`config.mk`:
```
export PLATFORM = sky130hd
export DESIGN_NAME = mem_bus_decoder
export DESIGN_NICKNAME = d
export VERILOG_FILES = /design/src/rtl/mem_bus_pkg.sv /design/src/rtl/btn_sync.sv /design/src/rtl/mem_bus_decoder.sv
export SDC_FILE = /design/constraint.sdc
export NUM_CORES = 1
export LEC_CHECK = 0
export ABC_AREA = 1
export BUFFER_PORTS_ARGS = -buffer_cell sky130_fd_sc_hd__buf_2
export CORE_MARGIN = 1.5
export CORE_UTILIZATION = 25
export CTS_BUF_LIST = sky130_fd_sc_hd__clkbuf_4
export CTS_CLUSTER_DIAMETER = 40
export DETAILED_ROUTE_END_ITERATION = 10
export PLACE_DENSITY = 0.46
export SLEW_MARGIN = 20
export SYNTH_ARGS = -nofsm -noshare
export SYNTH_HDL_FRONTEND = slang
export SYNTH_HIERARCHICAL = 1
export SYNTH_SLANG_ARGS = --single-unit
```
`constraint.sdc`:
```
create_clock -name clk -period 1.6 [get_ports clk]
set_input_delay 0.08 -clock clk [delete_from_list [all_inputs] [get_ports clk]]
set_output_delay 0.08 -clock clk [all_outputs]
set_load 0.1 [all_outputs]
```
`src/rtl/mem_bus_pkg.sv`:
```
// Shared state encoding, error pattern and GPIO register offsets for mem_bus_decoder.
package mem_bus_pkg;

   typedef enum logic [1:0] {
      IDLE      = 2'd0,
      BRAM_WAIT = 2'd1,
      RESP      = 2'd2
   } state_t;

   localparam logic [31:0] ERR_DATA    = 32'hDEAD_BEEF;
   localparam logic [3:0]  GPIO_LED    = 4'h0;
   localparam logic [3:0]  GPIO_BTN    = 4'h4;
   localparam logic [3:0]  GPIO_ERRCNT = 4'h8;

   // 33-bit compare so a window ending at 2^32 does not wrap.
   function automatic logic in_window(input logic [31:0] addr,
                                      input logic [31:0] base,
                                      input logic [31:0] size);
      logic [32:0] a;
      logic [32:0] lo;
      logic [32:0] hi;
      a  = {1'b0, addr};
      lo = {1'b0, base};
      hi = lo + {1'b0, size};
      return (a >= lo) && (a < hi);
   endfunction

endpackage

```
`src/rtl/btn_sync.sv`:
```
// Two-flop synchronizer for the raw push-button inputs.
module btn_sync #(
   parameter int W = 7
) (
   input  logic         clk,
   input  logic         reset_n,
   input  logic [W-1:0] din,
   output logic [W-1:0] dout
);

   logic [W-1:0] meta;

   always_ff @(posedge clk or negedge reset_n) begin
      if (!reset_n) begin
         meta <= '0;
         dout <= '0;
      end else begin
         meta <= din;
         dout <= meta;
      end
   end

endmodule

```
`src/rtl/mem_bus_decoder.sv`:
```
// Memory bus decoder: BRAM window forwarding, local GPIO bank, error completion.
// Optional BRAM wait timeout enabled by MEM_BUS_DECODER_TIMEOUT_EN.
//
// state     | meaning
// IDLE      | waiting for mem_valid; decodes and latches the request
// BRAM_WAIT | bram_valid asserted, waiting for bram_ready (or timeout)
// RESP      | one-cycle mem_ready pulse back to the master
module mem_bus_decoder
   import mem_bus_pkg::*;
#(
   parameter logic [31:0] BRAM_BASE      = 32'h0000_0000,
   parameter logic [31:0] BRAM_SIZE      = 32'h0000_1000,
   parameter logic [31:0] GPIO_BASE      = 32'h1000_0000,
   parameter int          TIMEOUT_CYCLES = 255
) (
   input  logic        clk,
   input  logic        reset_n,
   input  logic        mem_valid,
   output logic        mem_ready,
   input  logic [31:0] mem_addr,
   input  logic [31:0] mem_wdata,
   input  logic [3:0]  mem_wstrb,
   output logic [31:0] mem_rdata,
   output logic        bram_valid,
   input  logic        bram_ready,
   output logic [31:0] bram_addr,
   output logic [31:0] bram_wdata,
   output logic [3:0]  bram_wstrb,
   input  logic [31:0] bram_rdata,
   output logic [7:0]  led,
   input  logic [6:0]  btn
);

   localparam logic [15:0] TMR_LOAD = 16'(TIMEOUT_CYCLES);

   state_t      state;
   state_t      state_nxt;
   logic [6:0]  btn_s;
   logic [7:0]  errcnt;
   logic [31:0] gpio_rd;

   logic        misaligned;
   logic        bram_hit;
   logic        gpio_hit;
   logic        start;
   logic        err_acc;
   logic        go_bram;
   logic        gpio_acc;
   logic        gpio_wr;
   logic        timeout;
   logic        err_evt;

   btn_sync #(.W(7)) u_btn_sync (
      .clk     (clk),
      .reset_n (reset_n),
      .din     (btn),
      .dout    (btn_s)
   );

   always_comb begin
      misaligned = (mem_addr[1:0] != 2'b00);
      bram_hit   = in_window(mem_addr, BRAM_BASE, BRAM_SIZE);
      gpio_hit   = (mem_addr[31:4] == GPIO_BASE[31:4]);
      start      = (state == IDLE) && mem_valid;
      go_bram    = start && !misaligned && bram_hit;
      gpio_acc   = start && !misaligned && !bram_hit && gpio_hit;
      err_acc    = start && (misaligned || (!bram_hit && !gpio_hit));
      gpio_wr    = gpio_acc && (mem_wstrb != 4'b0000);
      err_evt    = err_acc || timeout;
   end

   always_comb begin
      gpio_rd = 32'h0;
      case (mem_addr[3:0])
         GPIO_LED:    gpio_rd = {24'h0, led};
         GPIO_BTN:    gpio_rd = {25'h0, btn_s};
         GPIO_ERRCNT: gpio_rd = {24'h0, errcnt};
         default:     gpio_rd = 32'h0;
      endcase
   end

`ifdef MEM_BUS_DECODER_TIMEOUT_EN
   // Down-counter loaded on entry to BRAM_WAIT; reaching zero equals
   // TIMEOUT_CYCLES elapsed wait cycles counted up from zero.
   logic [15:0] tmr;

   always_ff @(posedge clk or negedge reset_n) begin
      if (!reset_n) begin
         tmr <= 16'h0;
      end else if (go_bram) begin
         tmr <= TMR_LOAD;
      end else if ((state == BRAM_WAIT) && (tmr != 16'h0)) begin
         tmr <= tmr - 16'd1;
      end
   end

   assign timeout = (state == BRAM_WAIT) && !bram_ready && (tmr == 16'h0);
`else
   logic unused_cfg;
   assign unused_cfg = ^TMR_LOAD;
   assign timeout    = 1'b0;
`endif

   always_ff @(posedge clk or negedge reset_n) begin
      if (!reset_n) begin
         state <= IDLE;
      end else begin
         state <= state_nxt;
      end
   end

   always_comb begin
      state_nxt  = state;
      mem_ready  = 1'b0;
      bram_valid = 1'b0;
      case (state)
         IDLE: begin
            if (mem_valid) begin
               state_nxt = go_bram ? BRAM_WAIT : RESP;
            end
         end
         BRAM_WAIT: begin
            bram_valid = 1'b1;
            if (bram_ready || timeout) begin
               state_nxt = RESP;
            end
         end
         RESP: begin
            mem_ready = 1'b1;
            state_nxt = IDLE;
         end
         default: state_nxt = IDLE;
      endcase
   end

   always_ff @(posedge clk or negedge reset_n) begin
      if (!reset_n) begin
         bram_addr  <= 32'h0;
         bram_wdata <= 32'h0;
         bram_wstrb <= 4'h0;
         mem_rdata  <= 32'h0;
         led        <= 8'h00;
         errcnt     <= 8'h00;
      end else begin
         if (go_bram) begin
            bram_addr  <= mem_addr - BRAM_BASE;
            bram_wdata <= mem_wdata;
            bram_wstrb <= mem_wstrb;
         end

         if (err_acc || timeout) begin
            mem_rdata <= ERR_DATA;
         end else if (gpio_acc) begin
            mem_rdata <= gpio_rd;
         end else if ((state == BRAM_WAIT) && bram_ready) begin
            mem_rdata <= bram_rdata;
         end

         if (gpio_wr && (mem_addr[3:0] == GPIO_LED) && mem_wstrb[0]) begin
            led <= mem_wdata[7:0];
         end

         // A clear beats a simultaneous error.
         if (gpio_wr && (mem_addr[3:0] == GPIO_ERRCNT)) begin
            errcnt <= 8'h00;
         end else if (err_evt && (errcnt != 8'hFF)) begin
            errcnt <= errcnt + 8'd1;
         end
      end
   end

endmodule

```
==> results of run 1 <==
Yosys cell counts:
library cell,number
o21ai_0,15
o21ai_1,5
o31ai_1,1
buf_6,7
nand4_2,2
nor2_4,2
nand2_4,1
o21ai_2,9
clkinv_1,1
inv_1,54
clkinv_2,1
o211ai_1,1
nand4_1,3
nor2_1,48
nor4_1,2
buf_4,3
clkbuf_1,4
nand3_2,2
nor2_2,3
buf_2,7
a21oi_1,1
nor3_2,1
nor3_1,2
ha_1,1
inv_2,2
nand2_1,245
nor3b_4,1
nand3_1,60
nand2_2,2
xor2_1,5
xnor2_1,1
nand3b_1,1
dfrtp_1,132
registers in the layout (all words and copies together), names as in the netlist:
| name | count |
|---|---|
| bram_wdata | 32 |
| errcnt | 8 |
| u_btn_sync/meta | 7 |
| mem_rdata | 32 |
| bram_addr | 32 |
| bram_wstrb | 4 |
| u_btn_sync/dout | 7 |
| led | 8 |
| state | 2 |
cell type report:
type | instances | area (µm²)
Fill cell | 2259 | 13200
Sequential cell | 132 | 3300
Tap cell | 280 | 350
Inverter | 58 | 233
Multi-Input combinational cell | 414 | 2010
Clock buffer | 17 | 128
Clock inverter | 15 | 140
Timing Repair Buffer | 339 | 2400
through the flow:
step	instances	total power (W)	instance area, µm²	hold slack [ns]	setup slack (ns)
6_report	1255	0.00742	8570	0.111	0.0720
5_1_grt	1255	0.00785	8570	0.0840	-0.0483
4_1_cts	1254	0.00753	8390	0.0703	-0.00455
3_5_place_dp	1133	0.00508	7170	0.00711	0.100
3_3_place_gp	1133	0.00509	7170	0.00822	0.109
2_1_floorplan	625	0.00460	5540	-0.216	-0.132
where the power goes:
part	total (W)	switching, W	leakage [nW]	internal (W)
Clock	0.00218	0.00150	0.144	0.000686
Sequential	0.00359	0.000105	1.63	0.00349
Combinational	0.00164	0.00112	2.88	0.000520
critical path: cells and delay by family, from the launching register on:
kind	cells	cell delay, ns
simple gates	1	0.13
buf+inv	2	0.33
flops	1	0.45
worst paths after layout:
path	from	slack, ns	to	depth (start not counted)
worst max-delay path	state[1]	0.07	bram_valid	3
worst min-delay path	reset_n	0.11	bram_wdata[9]	3
worst max register to register	state[1]	0.08	bram_wdata[25]	8
worst min register to register	u_btn_sync/meta[3]	0.36	u_btn_sync/dout[3]	0
max in group asynchronous	reset_n	1.25	mem_rdata[29]	3
min in group clk	btn[3]	0.19	u_btn_sync/meta[3]	2
routing by layer:
| layer | routed length (µm) | vias up | track usage, % |
|---|---|---|---|
| met3 | 1350 | 10 | 5.30 |
| met2 | 7810 | 179 | 25.0 |
| li1 | - | 2615 | - |
| met4 | 253 | 0 | 4.42 |
| met5 | 0 | - | 0 |
| met1 | 7700 | 2384 | 19.1 |
cell families after synthesis:
family                     count (synthesis)
AOI/OAI and AO/OA                         32
xor gates and xnor gates                   6
adders and majority gates                  1
buffers and inverters                     79
DFF                                      132
and+or+nand+nor                          375
timing repair:
action | 4_1_cts | 5_1_grt
hold buffers | 88 | 0
setup endpoints to repair | 3 | 62
gates resized for setup | 14 | 49
setup buffers | 1 | 1
pin swaps | 2 | 14
hold endpoints to repair | 227 | 0
==> run_results.csv, run 1 <==
group,metric,value,unit
run_status,status,"finished, final reports clean",
setup_path,cp_max_fo,3,
timing,setup_tns,0,ns
yosys,synthMuxAreaShare,0,%
yosys,synth_nets,737,
cells_and_area,area_delta_synth_final,55.1,%
yosys,synth-simple-area-share,28.7,%
timing,drv_slew,0,
yosys,netlist_area,5530,µm²
yosys,ys_ff_latch,132,
setup_path,setup.worst_path.start_class,"flip-flop",
yosys,avgSynthCellArea,8.84,µm²
setup_path,path_cells,"buf_6, nor2_4, buf_12",
setup_path,crit_slowest_cell,"dfrtp_1",
clock_network,cts_tree,"yes",
clock_network,cts.sinks,132,
clock_network,cts_buffers,17,
grt,grt_overflow_total,0,
drt,ant_nets,0,
timing,fin_crit_sh,95.5,%
yosys,synth_cell_types,33,
timing,finalHoldViolCount,0,
drt,wirelength,17100,µm
yosys,synth_top_family_by_area,"simple AND/OR/NAND/NOR gates",
drt,wl_per_cell,13.6,µm
timing,rsz0062_at_grt,"true",
yosys,synth-seq-area-share,59.8,%
drt,drtIter0Drc,175,
timing,relSlewSlack,64.4,%
yosys,synth-compound-area-share,3.60,%
yosys,synth_xor_area_share,0.951,%
die,fp.dieH,152,µm
drt,dr.pass1.iters,6,
grt,antenna_found_initial,0,
cells_and_area,most-common-layout-cells,"232 x nand2_1, 213 x buf_2, 132 x dfrtp_1, 87 x dlygate4sd3_1, 52 x inv_1",
timing,setup_viol,0,
clock_network,htreeDepth,4,
power,powerDensity,866,nW/µm²
grt,grt_pass1_vias,5314,
die,ios,221,
drt,route.detailed.drc,0,
cells_and_area,final_nets,1074,
grt,grt_max_degree,37,
timing,skew,0.0224,ns
timing,fin_crit,1.53,ns
setup_path,critical_path_class,"flip-flop to output pin",
grt,grt_first_pass_wirelength,27000,µm
clock_network,clk_latency,0.54,ns
die,dieWidth,152,µm
cells_and_area,diodes,0,
die,start_util,25.4,%
cells_and_area,layout_commonest_cell,"nand2_1",
setup_path,critical_path_required,1.52,ns
place,dpl.hpwl,12200,µm
grt,grt.total_usage,15.3,%
yosys,synthCells,625,
setup_path,critPathMaxStageDelay,0.45,ns
yosys,yosysWarnings,6,
die,core_region_area,21800,µm²
clock_network,clock-root-buffer,"clkbuf_4",
setup_path,cp-end-kind,"output pin",
timing,fmax,654,MHz
yosys,synthAdderAreaFrac,0.226,%
yosys,synthTopCellsByArea,"dfrtp_1 60%, nand2_1 17%, nand3_1 5.4%",
cells_and_area,final_util,39.4,%
die,die_area,23000,µm²
setup_path,cp.arrival,1.45,ns
power,peakVddDrop,344,µV
yosys,synth_area_leader_cell,"dfrtp_1",
clock_network,clk_pin_slew,0.15,ns
place,routabilityCongestion,0.769,
clock_network,cts_max_path_buffers,2,
run,cap_viol_max_count,0,
power,power.static_leakage,4.65,nW
drt,vias_per_cell,4.13,
place,port_buffers,220,
timing,tightest_slew,0.538,ns
worst_hold_path,hold_path_class,"input port to async pin",
yosys,synth.top_cell.area_share,59.8,%
drt,route.vias.total,5188,
cells_and_area,drive_gt1_share,35.0,%
die,rows,54,
Power figures use the tool's default switching activity.
==> run 2, diff against run 1 <==
clock period = 1.2 ns   (was 1.6 ns; I/O delays follow)
==> run 2 against run 1 <==
  * Register-to-register slack got worse by 0.50 ns
  * Critical endpoint is now bram_wdata[11]
  * Final cell count up 9.6%
  * Routed wire length up 37%
  * The flow now finishes with violations (negative setup slack)
  * Largest cell class is now buffers
  * Clock skew decreased by 0.00057 ns
  * Non-clock buffer count up 117
  * Highest routed layer unchanged
  * Sequential cell count is the same
==> run_results.csv, run 2 (synthesis gave the netlist of run 1 again) <==
group,metric,value,unit
run_status,status,"complete, but fails checks",
run_status,violations,"negative setup slack",
timing,rsz0062_at_grt,"true",
cells_and_area,reg_top3,"bram_addr x32, bram_wdata x32, mem_rdata x32",
worst_hold_path,hold_path_class,"input port to flip-flop",
drt,route.detailed.drc,0,
timing,setup_tns,-43.23,ns
power,peakVddDrop,580,µV
setup_path,r2r_start,"state[1]",
die,start_util,25.4,%
die,dieWidth,152,µm
grt,grt.total_usage,18.4,%
drt,dr.max_layer_used,"met4",
timing,fin_crit_sh,135,%
die,ios,221,
cells_and_area,drive_gt1_share,55.9,%
grt,grt_overflow_total,0,
timing,finalHoldViolCount,0,
timing,setup_ws,-0.423,ns
cells_and_area,layout_commonest_cell,"nand2_1",
timing,fmax,616,MHz
run,cap_viol_max_count,0,
die,fp.dieH,152,µm
place,place_ws,-0.361,ns
drt,route.vias.total,6074,
setup_path,crit_start,"state[1]",
grt,grt_max_degree,47,
timing,relSlewSlack,63.7,%
grt,antenna_found_initial,0,
clock_network,cts_tree,"yes",
timing,tightest_slew,0.539,ns
drt,dr_wl_met2,12500,µm
setup_path,timing.rr.end,"bram_wdata[11]",
timing,skew,0.0219,ns
clock_network,clk_latency,0.56,ns
setup_path,setup.worst_path.start_class,"flip-flop",
place,port_buffers,220,
drt,drtIter0Drc,227,
setup_path,r2r_slack,-0.42,ns
setup_path,cp_max_fo,6,
setup_path,critical_path_required,1.64,ns
worst_hold_path,hold_depth,5,
power,powerDensity,892,nW/µm²
cells_and_area,most-common-layout-cells,"139 x nand2_1, 125 x buf_12, 117 x dfrtp_1, 109 x buf_2, 104 x buf_4",
drt,wl_per_cell,17.0,µm
power,power.static_leakage,6.19,nW
setup_path,cp-end-kind,"flip-flop",
drt,vias_per_cell,4.41,
clock_network,clk_pin_slew,0.14,ns
clock_network,cts_buffers,17,
cells_and_area,area_delta_synth_final,121,%
drt,dr.pass1.iters,4,
clock_network,cts_max_path_buffers,2,
clock_network,clock-root-buffer,"clkbuf_4",
die,rows,54,
cells_and_area,diodes,0,
worst_hold_path,hold_path_end,"led[4]",
setup_path,r2r_cells,8,
setup_path,critical_path_class,"flip-flop to flip-flop",
drt,ant_nets,0,
grt,grt_pass1_vias,6220,
place,dpl.hpwl,12300,µm
drt,wl_met1,8600,µm
cells_and_area,fill_cells,1812,
power,totalPowerFinal,0.0109,W
die,core_region_area,21800,µm²
timing,drv_slew,0,
timing,fin_crit,1.62,ns
timing,setup_viol,228,
grt,grt_first_pass_wirelength,32000,µm
die,die_area,23000,µm²
clock_network,htreeDepth,4,
worst_hold_path,worstHoldStart,"mem_addr[2]",
place,routabilityCongestion,0.815,
drt,wirelength,23400,µm
setup_path,cp.arrival,2.07,ns
cells_and_area,final_nets,1195,
clock_network,cts.sinks,132,
drt,dr_wl_met3,1820,µm
-- run 2: area by class of cell --
type	instances	area [µm²]	share of cell area, %
timing repair buffer	456	5230	42.8
timing repair inverter	3	48.8	0.400
clock inverter	14	128	1.04
tap	280	350	2.87
clock buffer	18	135	1.11
sequential	132	3320	27.2
inverter	58	264	2.16
multi-input combinational	415	2740	22.4
-- run 2: routing by layer --
layer	vias up	GRT usage [%]
met5	-	0
met4	0	5.63
met3	37	6.29
met2	211	33.6
met1	2955	19.8
li1	2871	-
-- run 2: worst max path at each step --
stage	to	depth (start not counted)
2_1_floorplan	mem_rdata[10]	8
3_3_place_gp	errcnt[7]	8
3_5_place_dp	errcnt[5]	8
4_1_cts	bram_valid	4
5_1_grt	bram_wdata[11]	8
6_report	bram_wdata[11]	8
-- run 2: through the flow --
| step | hold WS, ns | util (%) | cell area (µm²) | cells |
|---|---|---|---|---|
| finish | 0.0860 | 56.1 | 12200 | 1376 |
| global route | 0.0600 | 56.1 | 12200 | 1376 |
| CTS | 0.00501 | 50.7 | 11000 | 1329 |
| detailed placement | -0.0829 | 35.5 | 7720 | 1167 |
| global placement | -0.0802 | 35.5 | 7720 | 1167 |
| floorplan | -0.236 | - | 5580 | 625 |
-- run 2: critical path, cell delays in order (launching register included) --
cell       delay, ns
dfrtp_1         0.44
nor3b_4         0.24
nand2_2         0.11
inv_2           0.09
nand4_4         0.11
buf_12          0.19
clkbuf_16       0.18
nand2_1         0.08
nand2_1         0.07
-- run 2: what timing repair did --
item | 4_1_cts | 5_1_grt
hold buffers | 88 | 1
setup endpoints to repair | 228 | 242
pin swaps | 24 | 22
endpoints found under the hold margin | 226 | 14
setup buffers | 36 | 33
cloned | 8 | 15
resized for setup | 482 | 192
-- run 2: power breakdown --
part	switching [W]	total (W)	internal, W
sequential	0.000196	0.00485	0.00466
clock	0.00190	0.00296	0.00107
combinational	0.00175	0.00307	0.00132
==> run 3, diff against run 2 <==
CTS_BUF_LIST = sky130_fd_sc_hd__clkbuf_2 sky130_fd_sc_hd__clkbuf_4 sky130_fd_sc_hd__clkbuf_8   (was sky130_fd_sc_hd__clkbuf_4)
==> run 3 against run 2 <==
  * The flow still finishes with violations (negative setup slack)
  * Fmax increased by 7.2%
  * Critical path type unchanged
  * Clock power increased by 25%
  * Largest cell class unchanged
  * Die area did not move
==> run_results.csv, run 3 (synthesis gave the netlist of run 1 again) <==
group,metric,value,unit
timing,relSlewSlack,70.5,%
die,die_area,23000,µm²
timing,skew,0.0101,ns
drt,dr.pass1.iters,5,
worst_hold_path,hold_depth,4,
drt,wirelength,20200,µm
cells_and_area,regArea,3310,µm²
place,routabilityCongestion,0.815,
clock_network,clk_pin_slew,0.08,ns
timing,rsz0062_at_grt,"true",
timing,setup_ws,-0.314,ns
cells_and_area,final_nets,1135,
power,peakVddDrop,729,µV
grt,antenna_found_initial,0,
die,fp.dieH,152,µm
drt,route.detailed.drc,0,
drt,vias_per_cell,4.28,
run,cap_viol_max_count,0,
setup_path,r2r_start,"state[1]",
clock_network,cts.sinks,132,
drt,route.vias.total,5638,
timing,setup_viol,120,
cells_and_area,reg_top3,"bram_addr x32, bram_wdata x32, mem_rdata x32",
cells_and_area,drive_gt1_share,40.9,%
place,port_buffers,220,
cells_and_area,multi_input_area,2080,µm²
clock_network,cts_tree,"yes",
timing,fmax,660,MHz
setup_path,crit_start,"state[1]",
clock_network,cts_max_path_buffers,2,
timing,fin_crit,1.51,ns
power,power.static_leakage,5.25,nW
place,place_inst,1167,
setup_path,cp.arrival,1.84,ns
drt,wl_per_cell,15.3,µm
cells_and_area,fill_cells,2074,
grt,grt_first_pass_wirelength,28900,µm
power,p_int,0.00736,W
cells_and_area,diodes,0,
setup_path,cp-end-kind,"flip-flop",
clock_network,clock-root-buffer,"clkbuf_8",
worst_hold_path,worstHoldStart,"mem_wstrb[0]",
power,totalPowerFinal,0.0110,W
place,dpl.hpwl,12300,µm
worst_hold_path,hold_path_class,"input port to flip-flop",
drt,dr.max_layer_used,"met4",
timing,setup_tns,-29.89,ns
grt,grt_pass1_vias,5735,
grt,grt_max_degree,47,
power,p_sw_share,33.4,%
cells_and_area,fin_cells,1316,
drt,dr_wl_met3,1510,µm
timing,finalHoldViolCount,0,
die,start_util,25.4,%
die,rows,54,
power,seqPwrFrac,43.5,%
timing,tightest_slew,0.442,ns
timing,fin_crit_sh,126,%
clock_network,cts_buffers,17,
die,ios,221,
die,core_region_area,21800,µm²
setup_path,setup.worst_path.start_class,"flip-flop",
die,dieWidth,152,µm
cells_and_area,area_delta_synth_final,84.4,%
drt,dr_wl_met2,10300,µm
power,powerDensity,1080,nW/µm²
setup_path,r2r_cells,8,
drt,ant_nets,0,
setup_path,critical_path_required,1.52,ns
power,clkPwrFrac,33.5,%
grt,grt.total_usage,16.5,%
clock_network,clk_latency,0.44,ns
clock_network,htreeDepth,4,
run_status,violations,"negative setup slack",
drt,drtIter0Drc,233,
setup_path,cp_max_fo,11,
cells_and_area,most-common-layout-cells,"208 x nand2_1, 129 x dfrtp_1, 109 x buf_2, 88 x dlygate4sd3_1, 87 x buf_6",
timing,drv_slew,0,
run_status,status,"complete, but fails checks",
setup_path,critical_path_class,"flip-flop to flip-flop",
cells_and_area,layout_commonest_cell,"nand2_1",
power,switchingPower,0.00368,W
power,combinationalPowerShare,23.0,%
grt,grt_overflow_total,0,
drt,wl_met1,8190,µm
[run 3: what timing repair did]
action	4_1_cts	5_1_grt
hold buffers	88	0
cloned	4	11
endpoints found under the setup margin	220	179
setup buffers	12	4
resized for setup	162	107
pin swaps	16	13
hold endpoints to repair	224	0
[run 3: layout make-up]
class / instances / area share [%]
tap: 280 / 3.44
clock inverter: 13 / 1.22
multi-input combinational: 415 / 20.4
timing repair buffer: 396 / 37.3
timing repair inverter: 3 / 0.332
sequential: 132 / 32.5
clock buffer: 19 / 2.51
inverter: 58 / 2.38
[run 3: metal layers]
metal | up-vias | GRT usage, %
li1 | 2738 | -
met1 | 2679 | 19.0
met2 | 208 | 29.0
met3 | 13 | 5.51
met4 | 0 | 4.76
met5 | - | 0
[run 3: power by group through the flow]
stage	Sequential, W	Clock [W]	Combinational, W
3_5_place_dp	0.00485	0	0.00207
6_report	0.00480	0.00370	0.00254
3_3_place_gp	0.00484	0	0.00207
2_1_floorplan	0.00572	0	0.000419
5_1_grt	0.00482	0.00401	0.00272
4_1_cts	0.00478	0.00384	0.00245
[run 3: per-stage QoR]
stage          instance area [µm²]  util (%)  setup slack (ns)  hold WS (ns)
2_1_floorplan                 5580         -            -0.531        -0.236
3_3_place_gp                  7720      35.5            -0.309       -0.0802
3_5_place_dp                  7720      35.5            -0.361       -0.0829
4_1_cts                       9570      44.0            -0.346        0.0187
5_1_grt                      10200      46.8            -0.425        0.0283
6_report                     10200      46.8            -0.314        0.0416
[run 3: worst max-delay path: stages (launching register included)]
cell,delay [ns]
dfrtp_1,0.41
nor3b_4,0.22
nand2_2,0.10
inv_2,0.09
nand4_4,0.08
buf_12,0.17
clkbuf_16,0.18
nand2_1,0.06
o21ai_0,0.07
[run 3: worst paths after layout]
check / to / slack, ns
max reg2reg: bram_wdata[5] / -0.31
max: bram_wdata[5] / -0.31
min reg2reg: u_btn_sync/dout[1] / 0.35
min in group asynchronous: mem_rdata[29] / 0.20
max in group asynchronous: errcnt[4] / 0.15
min: bram_wstrb[0] / 0.04
